**src/rtl/keypad_scan.sv**
```systemverilog
// keypad_scan: scans a 4x4 active-low key matrix, debounces whole scan frames
// and reports the accepted key as a held code plus a one-clock press/repeat pulse.
//
// Ports:
//   clk        system clock
//   rst        asynchronous active-low reset
//   row_n[3:0] matrix rows, active-low, asynchronous to clk
//   col_n[3:0] column drive, one-hot active-low
//   key[4:0]   debounced held-key code {1'b1,row,col}, 5'h00 when none
//   key_pulse  held-key code for one clock on accepted press or repeat
module keypad_scan #(
    parameter int SCAN_DIV        = 2500,
    parameter int DEBOUNCE_FRAMES = 4,
    parameter int REPEAT_FRAMES   = 0
) (
    input  logic       clk,
    input  logic       rst,
    input  logic [3:0] row_n,
    output logic [3:0] col_n,
    output logic [4:0] key,
    output logic [4:0] key_pulse
);

    localparam int SW = (SCAN_DIV > 1) ? $clog2(SCAN_DIV) : 1;
    localparam logic [SW-1:0] SLOT_LAST = SW'(SCAN_DIV - 1);
    localparam logic [3:0] DEB = 4'(DEBOUNCE_FRAMES);
    localparam logic [7:0] REP = 8'(REPEAT_FRAMES);

    typedef enum logic [1:0] {
        IDLE,
        CONFIRM,
        HELD,
        RELEASE
    } state_t;

    logic [3:0]    row_s1_q, row_s1_d;
    logic [3:0]    row_s2_q, row_s2_d;
    logic [SW-1:0] slot_q, slot_d;
    logic [1:0]    col_q, col_d;
    logic [4:0]    best_q, best_d;
    state_t        state_q, state_d;
    logic [4:0]    cand_q, cand_d;
    logic [3:0]    cnt_q, cnt_d;
    logic [7:0]    rep_q, rep_d;
    logic [4:0]    key_q, key_d;
    logic [4:0]    pulse_q, pulse_d;

    logic       slot_end;
    logic       frame_end;
    logic [4:0] slot_code;
    logic [4:0] frame_code;

    // Scan timing and per-frame lowest-code tracking.
    always_comb begin
        row_s1_d  = row_n;
        row_s2_d  = row_s1_q;
        slot_end  = (slot_q == SLOT_LAST);
        frame_end = slot_end && (col_q == 2'd3);
        slot_d    = slot_end ? '0 : slot_q + SW'(1);
        col_d     = slot_end ? col_q + 2'd1 : col_q;

        // Lowest pressed row wins within the driven column.
        slot_code = 5'h00;
        for (int r = 3; r >= 0; r--) begin
            if (!row_s2_q[r]) begin
                slot_code = {1'b1, r[1:0], col_q};
            end
        end

        // Include the current slot so the frame code is complete at frame end.
        frame_code = best_q;
        if (slot_code != 5'h00 &&
            (best_q == 5'h00 || slot_code < best_q)) begin
            frame_code = slot_code;
        end

        best_d = best_q;
        if (slot_end) begin
            best_d = frame_end ? 5'h00 : frame_code;
        end
    end

    // Debounce / repeat state machine, advanced once per frame.
    always_comb begin
        state_d = state_q;
        cand_d  = cand_q;
        cnt_d   = cnt_q;
        rep_d   = rep_q;
        key_d   = key_q;
        pulse_d = 5'h00;

        if (frame_end) begin
            unique case (state_q)
                IDLE: begin
                    if (frame_code != 5'h00) begin
                        state_d = CONFIRM;
                        cand_d  = frame_code;
                        cnt_d   = 4'd1;
                    end
                end
                CONFIRM: begin
                    if (frame_code == cand_q) begin
                        cnt_d = cnt_q + 4'd1;
                        if (cnt_q + 4'd1 == DEB) begin
                            state_d = HELD;
                            key_d   = cand_q;
                            pulse_d = cand_q;
                            rep_d   = 8'd0;
                        end
                    end else if (frame_code == 5'h00) begin
                        state_d = IDLE;
                    end else begin
                        cand_d = frame_code;
                        cnt_d  = 4'd1;
                    end
                end
                HELD: begin
                    if (frame_code == key_q) begin
                        // rep stays at zero when repeat is disabled.
                        if (REP != 8'd0) begin
                            if (rep_q + 8'd1 == REP) begin
                                pulse_d = key_q;
                                rep_d   = 8'd0;
                            end else begin
                                rep_d = rep_q + 8'd1;
                            end
                        end
                    end else begin
                        state_d = RELEASE;
                        cnt_d   = 4'd1;
                    end
                end
                RELEASE: begin
                    if (frame_code == key_q) begin
                        state_d = HELD;
                    end else begin
                        cnt_d = cnt_q + 4'd1;
                        if (cnt_q + 4'd1 == DEB) begin
                            state_d = IDLE;
                            key_d   = 5'h00;
                            cnt_d   = 4'd0;
                        end
                    end
                end
                default: begin
                    state_d = IDLE;
                end
            endcase
        end
    end

    always_ff @(posedge clk or negedge rst) begin
        if (!rst) begin
            row_s1_q <= 4'hf;
            row_s2_q <= 4'hf;
            slot_q   <= '0;
            col_q    <= 2'd0;
            best_q   <= 5'h00;
            state_q  <= IDLE;
            cand_q   <= 5'h00;
            cnt_q    <= 4'd0;
            rep_q    <= 8'd0;
            key_q    <= 5'h00;
            pulse_q  <= 5'h00;
        end else begin
            row_s1_q <= row_s1_d;
            row_s2_q <= row_s2_d;
            slot_q   <= slot_d;
            col_q    <= col_d;
            best_q   <= best_d;
            state_q  <= state_d;
            cand_q   <= cand_d;
            cnt_q    <= cnt_d;
            rep_q    <= rep_d;
            key_q    <= key_d;
            pulse_q  <= pulse_d;
        end
    end

    assign col_n     = ~(4'b0001 << col_q);
    assign key       = key_q;
    assign key_pulse = pulse_q;

endmodule

```
**config.mk**
```make
export PLATFORM = sky130hd
export DESIGN_NAME = keypad_scan
export DESIGN_NICKNAME = d
export VERILOG_FILES = /design/src/rtl/keypad_scan.sv
export SDC_FILE = /design/constraint.sdc
export NUM_CORES = 1
export LEC_CHECK = 0
export BUFFER_PORTS_ARGS = -buffer_cell sky130_fd_sc_hd__buf_2
export CAP_MARGIN = 20
export CORE_MARGIN = 4
export CORE_UTILIZATION = 50
export DETAILED_ROUTE_END_ITERATION = 7
export GPL_TIMING_DRIVEN = 0
export MAX_ROUTING_LAYER = met4
export PLACE_DENSITY_LB_ADDON = 0.08
export REMOVE_ABC_BUFFERS = 1
export SKIP_CTS_REPAIR_TIMING = 1
export SLEW_MARGIN = 20
export SYNTH_ARGS = -nofsm -noshare
export SYNTH_HDL_FRONTEND = slang
export SYNTH_SLANG_ARGS = --single-unit
```
**constraint.sdc**
```tcl
create_clock -name clk -period 4.3 [get_ports clk]
set_clock_uncertainty 0.05 [all_clocks]
set_input_delay 0.43 -clock clk [delete_from_list [all_inputs] [get_ports clk]]
set_output_delay 0.43 -clock clk [all_outputs]
set_load 0.01 [all_outputs]
```
=== Word level (Yosys, flattened, before mapping) ===
Cells that the tools add are included.

* Add/sub/neg operators: 3
* Multipliers: 0
* Divide/modulo/power cells: 0
* Order comparisons: 1
* Equal/unequal tests: 20
* Shift-type cells: 1
* Muxes and demuxes: 35
* Bitwise logic cells: 1
* Reductions and logical operators: 14

{| class="wikitable"
|+ Operator list
! cell !! number
|-
| $mux 5 || 17
|-
| $mux 4 || 6
|-
| $pmux 5 s2 || 2
|-
| $ne 2x2->1 const B || 8
|-
| $pmux 4 s4 || 1
|-
| $mux 2 || 7
|-
| $add 12x1->12 const B || 1
|-
| $eq 12x12->1 const B || 1
|-
| $mux 12 || 1
|-
| $ne 3x3->1 const B || 4
|-
| $reduce_and 6->1 || 2
|-
| $eq 5x5->1 || 2
|-
| $logic_not 5->1 || 2
|-
| $reduce_and 5->1 || 2
|-
| $reduce_bool 5->1 || 2
|-
| $pmux 2 s4 || 1
|-
| $eq 2x2->1 const B || 3
|-
| $lt 5x5->1 || 1
|-
| $add 4x1->4 const B || 1
|-
| $eq 4x3->1 const B || 1
|-
| $not 4->4 || 1
|-
| $reduce_bool 2->1 || 2
|-
| $shl 1x2->4 const A || 1
|-
| $add 2x1->2 const B || 1
|-
| 4 further kinds || 5
|}

* Bits in registers: 48
* Latch bits: 0
* Memory bits (writable): 0
* ROM bits: 0
* Input port bits: 6
* Output and inout port bits: 14
* Logic and storage cells: 85
* Memories kept: 0

=== Depth between registers and ports, before layout ===
Gate-level depths: netlist of run 1.

* Word-level depth: 12
* Gate-level depth with buffers: 14
* Mapped depth without buffers: 13

=== Least setup slack after synthesis of run 1 ===
Ideal clock, no wire load.

* Path kind: register to register
* Start point: register row_s2_q[2]
* End point: register key_q[0], in the netlist key[0]
* Library setup time: 125 ps
* Data arrival time: 3,473 ps
* Data required time: 4,125 ps
* Slack: 652 ps
* Cell stages (with the launch flop): 13
* Buffers on the path: 1
* Period minus slack after synthesis: 3,648 ps
* Path through: dfstp_2 -> nand2b_1 -> a21boi_0 -> ha_1 -> and3_4 -> a221o_2 -> o32ai_4 -> or3_1 -> nand4_2 -> o21ai_1 -> and4_1 -> buf_6 -> mux2_4

* Word-level cells in the longest chain between the ends: 10
* Elaborated cells between the ends (all ways): 13
* Classes of those cells: order compare: 1; eq/ne: 4; mux: 4; reduce/logical: 4

{| class="wikitable"
|+ RTL lines
! item !! RTL line !! text
|-
| start: declaration || 37 || <nowiki>logic [3:0] row_s2_q, row_s2_d;</nowiki>
|-
| start signal: assignment || 167 || <nowiki>row_s2_q <= row_s2_d;</nowiki>
|-
| $mux 5 (*) (3 in series) || 65 || <nowiki>if (!row_s2_q[r]) begin</nowiki>
|-
| $lt 5x5->1 || 73 || <nowiki>(best_q == 5'h00 || slot_code < best_q)) begin</nowiki>
|-
| $logic_or 1x1->1 || 73 ||
|-
| $logic_and 1x1->1 || 72 || <nowiki>if (slot_code != 5'h00 &&</nowiki>
|-
| $mux 5 (*) || 72 ||
|-
| $eq 5x5->1, on equally long branches || 102, 134 ||
|-
| $ne 2x2->1 (no line) || n/a ||
|-
| $reduce_and 6->1 (no line) (*) || n/a ||
|-
| end signal: assignment || 175 || <nowiki>key_q <= key_d;</nowiki>
|-
| end: declaration || 45 || <nowiki>logic [4:0] key_q, key_d;</nowiki>
|}

Every way passes the cells marked *; elsewhere a longest branch is shown, timed or not.
A chain may end at the register's enable or synchronous reset.

=== Final worst setup path of run 1 ===
* Start point: register row_s2_q[1]
* End point: register key_q[0], in the netlist key[0]

* Word-level cells in the longest chain between the ends: 9
* Elaborated cells between the ends (all ways): 12
* Classes of those cells: order compare: 1; eq/ne: 4; mux: 3; reduce/logical: 4

{| class="wikitable"
|+ RTL lines
! item !! RTL line
|-
| $mux 5 (*) (2 in series) || 65
|-
| $lt 5x5->1 || 73
|-
| $logic_or 1x1->1 || 73
|-
| $logic_and 1x1->1 || 72
|-
| $mux 5 (*) || 72
|-
| $eq 5x5->1, on equally long branches || 102, 134
|-
| $ne 2x2->1 (no line) || n/a
|-
| $reduce_and 6->1 (no line) (*) || n/a
|}

Marks and branches as above.

==> flow_summary.toml, run 1 <==
[outcome]
outcome = "finished clean"

[routing]
vias = 2208
routed_wl_mm = 6.05
drt-vias-per-instance = 5.80
wl_per_cell_microns = 15.9
drtAntennaViolNets = 0
remaining_drc_errors = 0
drt-pass1-iter-count = 4
drtIter0Drc = 95

[layout]
final_area_sq_um = 3130
seq_area_sq_um = 1210
nets = 325
drive_above_1_share = 0.188
area_growth_pct = 10.1
fillers = 511
multi_input_area_sq_um = 1530
antenna_cells = 0
final_util = 0.568

[power]
power.density_nw_per_um2 = 245
peakVddDrop_mv = 0.169
leakage_nw = 1.33

[timing]
slew_headroom = 0.581
setup_viol = 0
worst_slew_pin_slew_ns = 0.625
hold_viol = 0
drv_slew = 0
rsz0062_at_grt = "no"
fin_crit_sh = 0.960
min_period_ns = 4.13
max_clock_freq_ghz = 0.242
worst_slack_ns = 0.172
holdWs_ns = 0.0680
finalSetupTns_ns = 0

[setup_path]
start_kind = "register"
endpoint = "key[0]$_DFFE_PN0P_"
crit_arrival_ns = 4.27
critical_path_required_ns = 4.44
timing.rr.end = "key[0]$_DFFE_PN0P_"
end_kind = "register"
crit_path_max_fanout = 8
path_class = "reg2reg"
r2r_slack_ns = 0.17
crit_start = "row_s2_q[1]$_DFF_PN1_"
reg2reg_depth = 11
reg2reg_from = "row_s2_q[1]$_DFF_PN1_"

[global_route]
gr-usage-all-layers = 0.182
antenna_found_initial = 0
first_global_vias = 2107
grt_overflow = 0
grt_pass1_wl_mm = 10.0
grt_max_degree = 49

[clock_tree]
cts_root_buf = "clkbuf_8"
cts_tree = "done"
htree_num_levels = 2
path_clk_slew_ns = 0.09
clockBufferDepth = 2
cts_buffers = 5
cts_num_sinks = 48
clk_latency_ns = 0.30

[hold_path]
hold_path.class = "in2async"

[synthesis]
yosysMostFrequentCell = "dfrtp_1"
ys_ff_latch = 48
ys.flop_type = "dfrtp_1"
netlist.area_leader.share = 0.352
ys_top_cells_by_count = "dfrtp_1, inv_1, nand2_1, nor2_1, nand3_1"
synth_edf_count = 0
synthArstFlopShare = 1.00
avgSynthCellArea_sq_um = 9.97
yosysSeqAreaShare = 0.426
synth_warnings = 0
yosysUniqueCellTypes = 62
synth_top_cell_by_area = "dfrtp_1"
synth_area_sq_um = 2840
synthCells = 285
synth.area.top_cells = "dfrtp_1, dfstp_2, ha_1"

[floorplanning]
start_util = 0.516
rows = 27
die_h_microns = 83.4
die_width_microns = 83.4
die_area_sq_um = 6950
pin_count = 20
core_sq_um = 5510

[place]
post-dp-hpwl_mm = 4.45
portBuffers = 19
dp_slack_ns = -0.0552
gp_congestion = 0.957
placed_cell_area_sq_um = 3020

[job]
cap_violations = 0
-- how the worst min path moves through the flow --
stage                                startpoint                     to  slack (ns)  cells past startpoint
after floorplan                             rst  best_q[0]$_DFFE_PN0N_        0.08                      0
after global placement    row_s1_q[1]$_DFF_PN1_  row_s2_q[1]$_DFF_PN1_        0.30                      0
after detailed placement  row_s1_q[3]$_DFF_PN1_  row_s2_q[3]$_DFF_PN1_        0.30                      0
after CTS                              row_n[3]  row_s1_q[3]$_DFF_PN1_        0.16                      1
after global routing                        rst    slot_q[8]$_DFF_PN0_        0.11                      1
final                                       rst    slot_q[8]$_DFF_PN0_        0.07                      1
-- cell families after synthesis --
kind of cell	after synthesis	synth area share
muxes	11	0.0449
adders and majority gates	11	0.0484
AOI/OAI and AO/OA	62	0.169
buffers and inverters	29	0.0409
and+or+nand+nor	108	0.221
xor gates and xnor gates	16	0.0493
DFF	48	0.426
-- worst max-delay path, cell delays in order, from the launching register on --
cell     delay [ns]
dfstp_2        0.59
and4_1         0.31
inv_2          0.12
ha_1           0.37
and3_4         0.20
a221o_2        0.48
o32ai_4        0.39
or3_1          0.17
nand4_2        0.17
o21ai_1        0.37
and4_1         0.46
mux2_4         0.34
-- layout make-up --
| class | instances | area share |
|---|---|---|
| tap | 72 | 0.0288 |
| clock inverter | 3 | 0.00760 |
| sequential | 48 | 0.387 |
| inverter | 24 | 0.0288 |
| multi-input combinational | 208 | 0.490 |
| clock buffer | 5 | 0.0220 |
| timing repair buffer | 21 | 0.0352 |
-- layer usage --
metal	GRT usage	share of wire
met5	-	0
met3	0.0337	0.038
met1	0.244	0.48
met4	0.0520	0.0048
met2	0.283	0.47
-- where the power goes --
| group | internal (W) | switching, W |
|---|---|---|
| Clock | 0.000115 | 0.000152 |
| Combinational | 0.0000125 | 0.0000275 |
| Sequential | 0.000458 | 0.00000284 |
-- registers in the layout (all words and copies together), names as in the netlist --
name	count
slot_q	12
best_q	5
cand_q	5
key	5
key_pulse	5
cnt_q	4
row_s1_q	4
row_s2_q	4
col_q	2
state_q	2
-- cell usage in the layout (no fill, tap or decap), drive strengths merged, types with 3 or more instances in the layout --
master	instances
nor4b	3
dfstp	8
a31oi	3
and3	7
nor2	18
ha	11
nor3b	3
mux2i	6
nand3	15
and4	3
a22o	4
o21ai	13
inv	24
and2	8
mux2	5
xor2	6
nor4	3
nand2b	3
or3	4
a21oi	10
nor3	4
nand2	20
nand4	8
buf	21
dfrtp	40
xnor2	10
clkbuf	5
o211ai	6
o21a	4
-- through the flow --
stage	power (W)	instances
6_report	0.000768	381
5_1_grt	0.000806	381
4_1_cts	0.000776	381
3_5_place_dp	0.000508	373
3_3_place_gp	0.000507	371
2_1_floorplan	0.000491	280
No activity file was read; power rests on OpenSTA's default activity.
==> run 2, diff against run 1 <==
- REMOVE_ABC_BUFFERS: 1 -> not set
==> flow_summary.toml, run 2 (synthesized netlist as in run 1, its figures left out) <==
[outcome]
outcome = "finished clean"

[timing]
worst_slew_pin_slew_ns = 0.627
max_clock_freq_ghz = 0.247
rsz0062_at_grt = "no"
setup_viol = 0
fin_crit_sh = 0.941
hold_viol = 0
worst_slack_ns = 0.255
drv_slew = 0
slew_headroom = 0.581
min_period_ns = 4.04

[layout]
layout_commonest_cell = "dfrtp_1"
area_growth_pct = 11.3
largest_reg_flops = 12
fillers = 501
fin_cells = 384
nets = 328
multi_input_area_sq_um = 1530
layout_common_cells = "dfrtp_1, inv_1, nand2_1"
drive_above_1_share = 0.179
antenna_cells = 0
regMostFlops = "slot_q"
seq_area_sq_um = 1210

[clock_tree]
clockBufferDepth = 2
path_clk_slew_ns = 0.10
htree_num_levels = 2
cts_tree = "done"
cts_root_buf = "clkbuf_8"
cts_num_sinks = 48
clk_latency_ns = 0.32
cts_buffers = 5

[setup_path]
path_class = "reg2reg"
crit_path_max_fanout = 8
end_kind = "register"
reg2reg_depth = 12
critical_path_required_ns = 4.46
start_kind = "register"
crit_arrival_ns = 4.20

[routing]
drtIter0Drc = 148
wl_per_cell_microns = 15.5
routed_wl_mm = 5.96
drt-pass1-iter-count = 4
drt-vias-per-instance = 5.78
vias = 2219
remaining_drc_errors = 0
drtAntennaViolNets = 0

[place]
post-dp-hpwl_mm = 4.42
place_inst = 376
dp_slack_ns = 0.0205
gp_congestion = 0.879
portBuffers = 19

[floorplanning]
start_util = 0.516
die_area_sq_um = 6950
rows = 27
die_width_microns = 83.4
pin_count = 20
core_sq_um = 5510
die_h_microns = 83.4

[global_route]
first_global_vias = 2176
grt_pass1_wl_mm = 10.5
grt_max_degree = 49
antenna_found_initial = 0
grt_overflow = 0
gr-usage-all-layers = 0.190

[hold_path]
hold_path.class = "in2async"

[power]
peakVddDrop_mv = 0.152
report.power.total_w = 0.000841
leakage_nw = 1.35
power.density_nw_per_um2 = 266

[synthesis]
syn-num-nets = 302

[job]
cap_violations = 0
run 2: changes by cell type in the layout (fill, tap and decap cells not counted), sizes merged:
cell,before,now
bufinv,0,1
buf,21,20
clkbuf,5,9
inv,24,25
clkinvlp,2,1
clkinv,1,0
run 2: area by class of cell:
cell class                      count  area share
Multi-Input combinational cell    208       0.484
Sequential cell                    48       0.383
Timing Repair Buffer               19      0.0309
Inverter                           24      0.0285
Tap cell                           72      0.0285
Clock buffer                        5      0.0218
Clock inverter                      3      0.0146
Buffer                              5     0.00831
run 2: through the flow:
| step | cell area [sq um] | utilization | hold slack (ns) | setup TNS [ns] |
|---|---|---|---|---|
| 2_1_floorplan | 2840 | - | 0.0844 | 0 |
| 3_3_place_gp | 3030 | 0.550 | 0.296 | 0 |
| 3_5_place_dp | 3030 | 0.550 | 0.297 | 0 |
| 4_1_cts | 3140 | 0.571 | 0.151 | -0.00137 |
| 5_1_grt | 3160 | 0.574 | 0.103 | 0 |
| 6_report | 3160 | 0.574 | 0.0469 | 0 |
run 2: critical path: stages (launching register included):
cell	delay (ns)
dfstp_2	0.59
and4_1	0.32
inv_2	0.11
ha_1	0.36
and3_4	0.19
a221o_2	0.48
o32ai_4	0.39
or3_1	0.17
nand4_2	0.17
o21ai_1	0.39
and4_1	0.27
buf_6	0.14
mux2_4	0.30
run 2: power breakdown:
part	total (W)	leakage (nW)	switching, W	internal (W)
logic	0.0000393	0.662	0.0000268	0.0000124
clock network	0.000341	0.0548	0.000165	0.000175
registers	0.000461	0.629	0.00000316	0.000458
total	0.000841	1.35	0.000195	0.000646
run 2: per-layer routing:
layer	part of all wire	up-vias	track usage	wire length [microns]
met5	0	-	-	0
met4	0.011	0	0.0565	68
met3	0.044	8	0.0486	260
met2	0.46	43	0.292	2770
met1	0.48	1082	0.249	2870
li1	-	1086	-	-
run 2: path summary, 6_finish.rpt:
check / start / endpoint / slack (ns)
setup / recovery: row_s2_q[0]$_DFF_PN1_ / key[0]$_DFFE_PN0P_ / 0.26
hold / removal: rst / slot_q[10]$_DFF_PN0_ / 0.05
setup reg to reg: row_s2_q[0]$_DFF_PN1_ / key[0]$_DFFE_PN0P_ / 0.26
hold reg to reg: row_s1_q[0]$_DFF_PN1_ / row_s2_q[0]$_DFF_PN1_ / 0.31
max in group asynchronous: rst / cand_q[1]$_DFFE_PN0P_ / 3.74
min in group clk: row_n[3] / row_s1_q[3]$_DFF_PN1_ / 0.16
==> run 3, diff against run 2 <==
- ABC_CLOCK_PERIOD_IN_PS: not set -> 4300
- BUFFER_PORTS_ARGS: -buffer_cell sky130_fd_sc_hd__buf_2 -> -buffer_cell sky130_fd_sc_hd__clkbuf_2
- PLACE_DENSITY_LB_ADDON: 0.08 -> 0.1
==> flow_summary.toml, run 3 (synthesized netlist as in run 1, its figures left out) <==
[outcome]
outcome = "finished clean"

[routing]
wl_per_cell_microns = 15.4
drtIter0Drc = 103
drt-pass1-iter-count = 4
remaining_drc_errors = 0
routed_wl_mm = 5.91
vias = 2195
drtAntennaViolNets = 0
drt-vias-per-instance = 5.72

[global_route]
first_global_vias = 2245
grt_max_degree = 49
grt_pass1_wl_mm = 10.8
antenna_found_initial = 0
gr-usage-all-layers = 0.192
grt_overflow = 0

[power]
p_clk_frac = 0.409
combPwrFrac = 0.047
leakage_nw = 1.35
power_frac_seq = 0.543
p_sw_w = 0.000173
intPower_w = 0.000676
peakVddDrop_mv = 0.151
power_switching_share = 0.203
power.density_nw_per_um2 = 267

[place]
portBuffers = 19
place_inst = 376
gp_congestion = 0.926
post-dp-hpwl_mm = 4.32
dp_slack_ns = -0.0193

[layout]
layout_common_cells = "dfrtp_1, inv_1, nand2_1"
area_growth_pct = 11.9
final_util = 0.577
layout_commonest_cell = "dfrtp_1"
drive_above_1_share = 0.186
regMostFlops = "slot_q"
largest_reg_flops = 12
fin_cells = 384
nets = 328
antenna_cells = 0

[timing]
min_period_ns = 4.00
setup_viol = 0
worst_slew_pin_slew_ns = 0.647
hold_viol = 0
max_clock_freq_ghz = 0.250
slew_headroom = 0.569
fin_crit_sh = 0.930
rsz0062_at_grt = "no"
worst_slack_ns = 0.300
drv_slew = 0

[setup_path]
critical_path_required_ns = 4.43
reg2reg_depth = 11
crit_start = "row_s2_q[0]$_DFF_PN1_"
crit_path_max_fanout = 8
reg2reg_from = "row_s2_q[0]$_DFF_PN1_"
r2r_slack_ns = 0.30
end_kind = "register"
start_kind = "register"
path_class = "reg2reg"
crit_arrival_ns = 4.13
endpoint = "cnt_q[0]$_DFFE_PN0P_"
timing.rr.end = "cnt_q[0]$_DFFE_PN0P_"

[floorplanning]
die_width_microns = 83.4
rows = 27
pin_count = 20
die_h_microns = 83.4
core_sq_um = 5510
die_area_sq_um = 6950
start_util = 0.516

[clock_tree]
cts_num_sinks = 48
cts_buffers = 5
clockBufferDepth = 2
clk_latency_ns = 0.29
cts_tree = "done"
cts_root_buf = "clkbuf_8"
path_clk_slew_ns = 0.09
htree_num_levels = 2

[job]
cap_violations = 0

[synthesis]
syn-num-nets = 302

[hold_path]
hold_path.class = "in2async"
run 3: worst min path at each step:
stage	from	to	cells after the start
after floorplan	rst	best_q[0]$_DFFE_PN0N_	0
after global placement	row_s1_q[3]$_DFF_PN1_	row_s2_q[3]$_DFF_PN1_	0
after detailed placement	row_s1_q[2]$_DFF_PN1_	row_s2_q[2]$_DFF_PN1_	0
after CTS	row_n[3]	row_s1_q[3]$_DFF_PN1_	1
after global routing	row_n[3]	row_s1_q[3]$_DFF_PN1_	1
final	rst	col_q[0]$_DFFE_PN0N_	1
run 3: power groups by stage:
stage                     Combinational [W]  Clock (W)  Sequential (W)
after floorplan                   0.0000224          0        0.000469
after global placement            0.0000388          0        0.000469
after detailed placement          0.0000393          0        0.000469
after CTS                         0.0000396   0.000359        0.000461
after global routing              0.0000460   0.000377        0.000461
final                             0.0000401   0.000347        0.000461
run 3: cell type report:
class	instances	area (sq um)
Multi-Input combinational cell	208	1540
Clock inverter	1	30.0
Timing Repair Buffer	19	97.6
Buffer	5	26.3
Clock buffer	7	96.3
Sequential cell	48	1210
Tap cell	72	90.1
Inverter	24	90.1
Fill cell	492	2330
run 3: through the flow:
| step | hold slack, ns | cell area, sq um | total power, W | setup TNS [ns] |
|---|---|---|---|---|
| after floorplan | 0.0844 | 2840 | 0.000491 | 0 |
| after global placement | 0.298 | 3030 | 0.000508 | -0.0379 |
| after detailed placement | 0.297 | 3030 | 0.000509 | -0.0515 |
| after CTS | 0.149 | 3160 | 0.000859 | -0.123 |
| after global routing | 0.138 | 3180 | 0.000885 | 0 |
| final | 0.141 | 3180 | 0.000848 | 0 |
run 3: metal layers:
metal / wire length, microns / GRT usage / share of wire
met4: 84 / 0.0461 / 0.014
met5: 0 / - / 0
met1: 2830 / 0.256 / 0.48
met3: 194 / 0.0337 / 0.033
met2: 2810 / 0.307 / 0.47
run 3: worst max-delay path, cell delays in order (launching register included):
cell	delay [ns]
dfstp_2	0.57
and4_1	0.31
inv_2	0.11
ha_1	0.37
and3_4	0.20
a221o_2	0.49
o32ai_4	0.39
or3_1	0.17
nand4_2	0.18
o311ai_2	0.46
and3_1	0.27
mux2_1	0.33
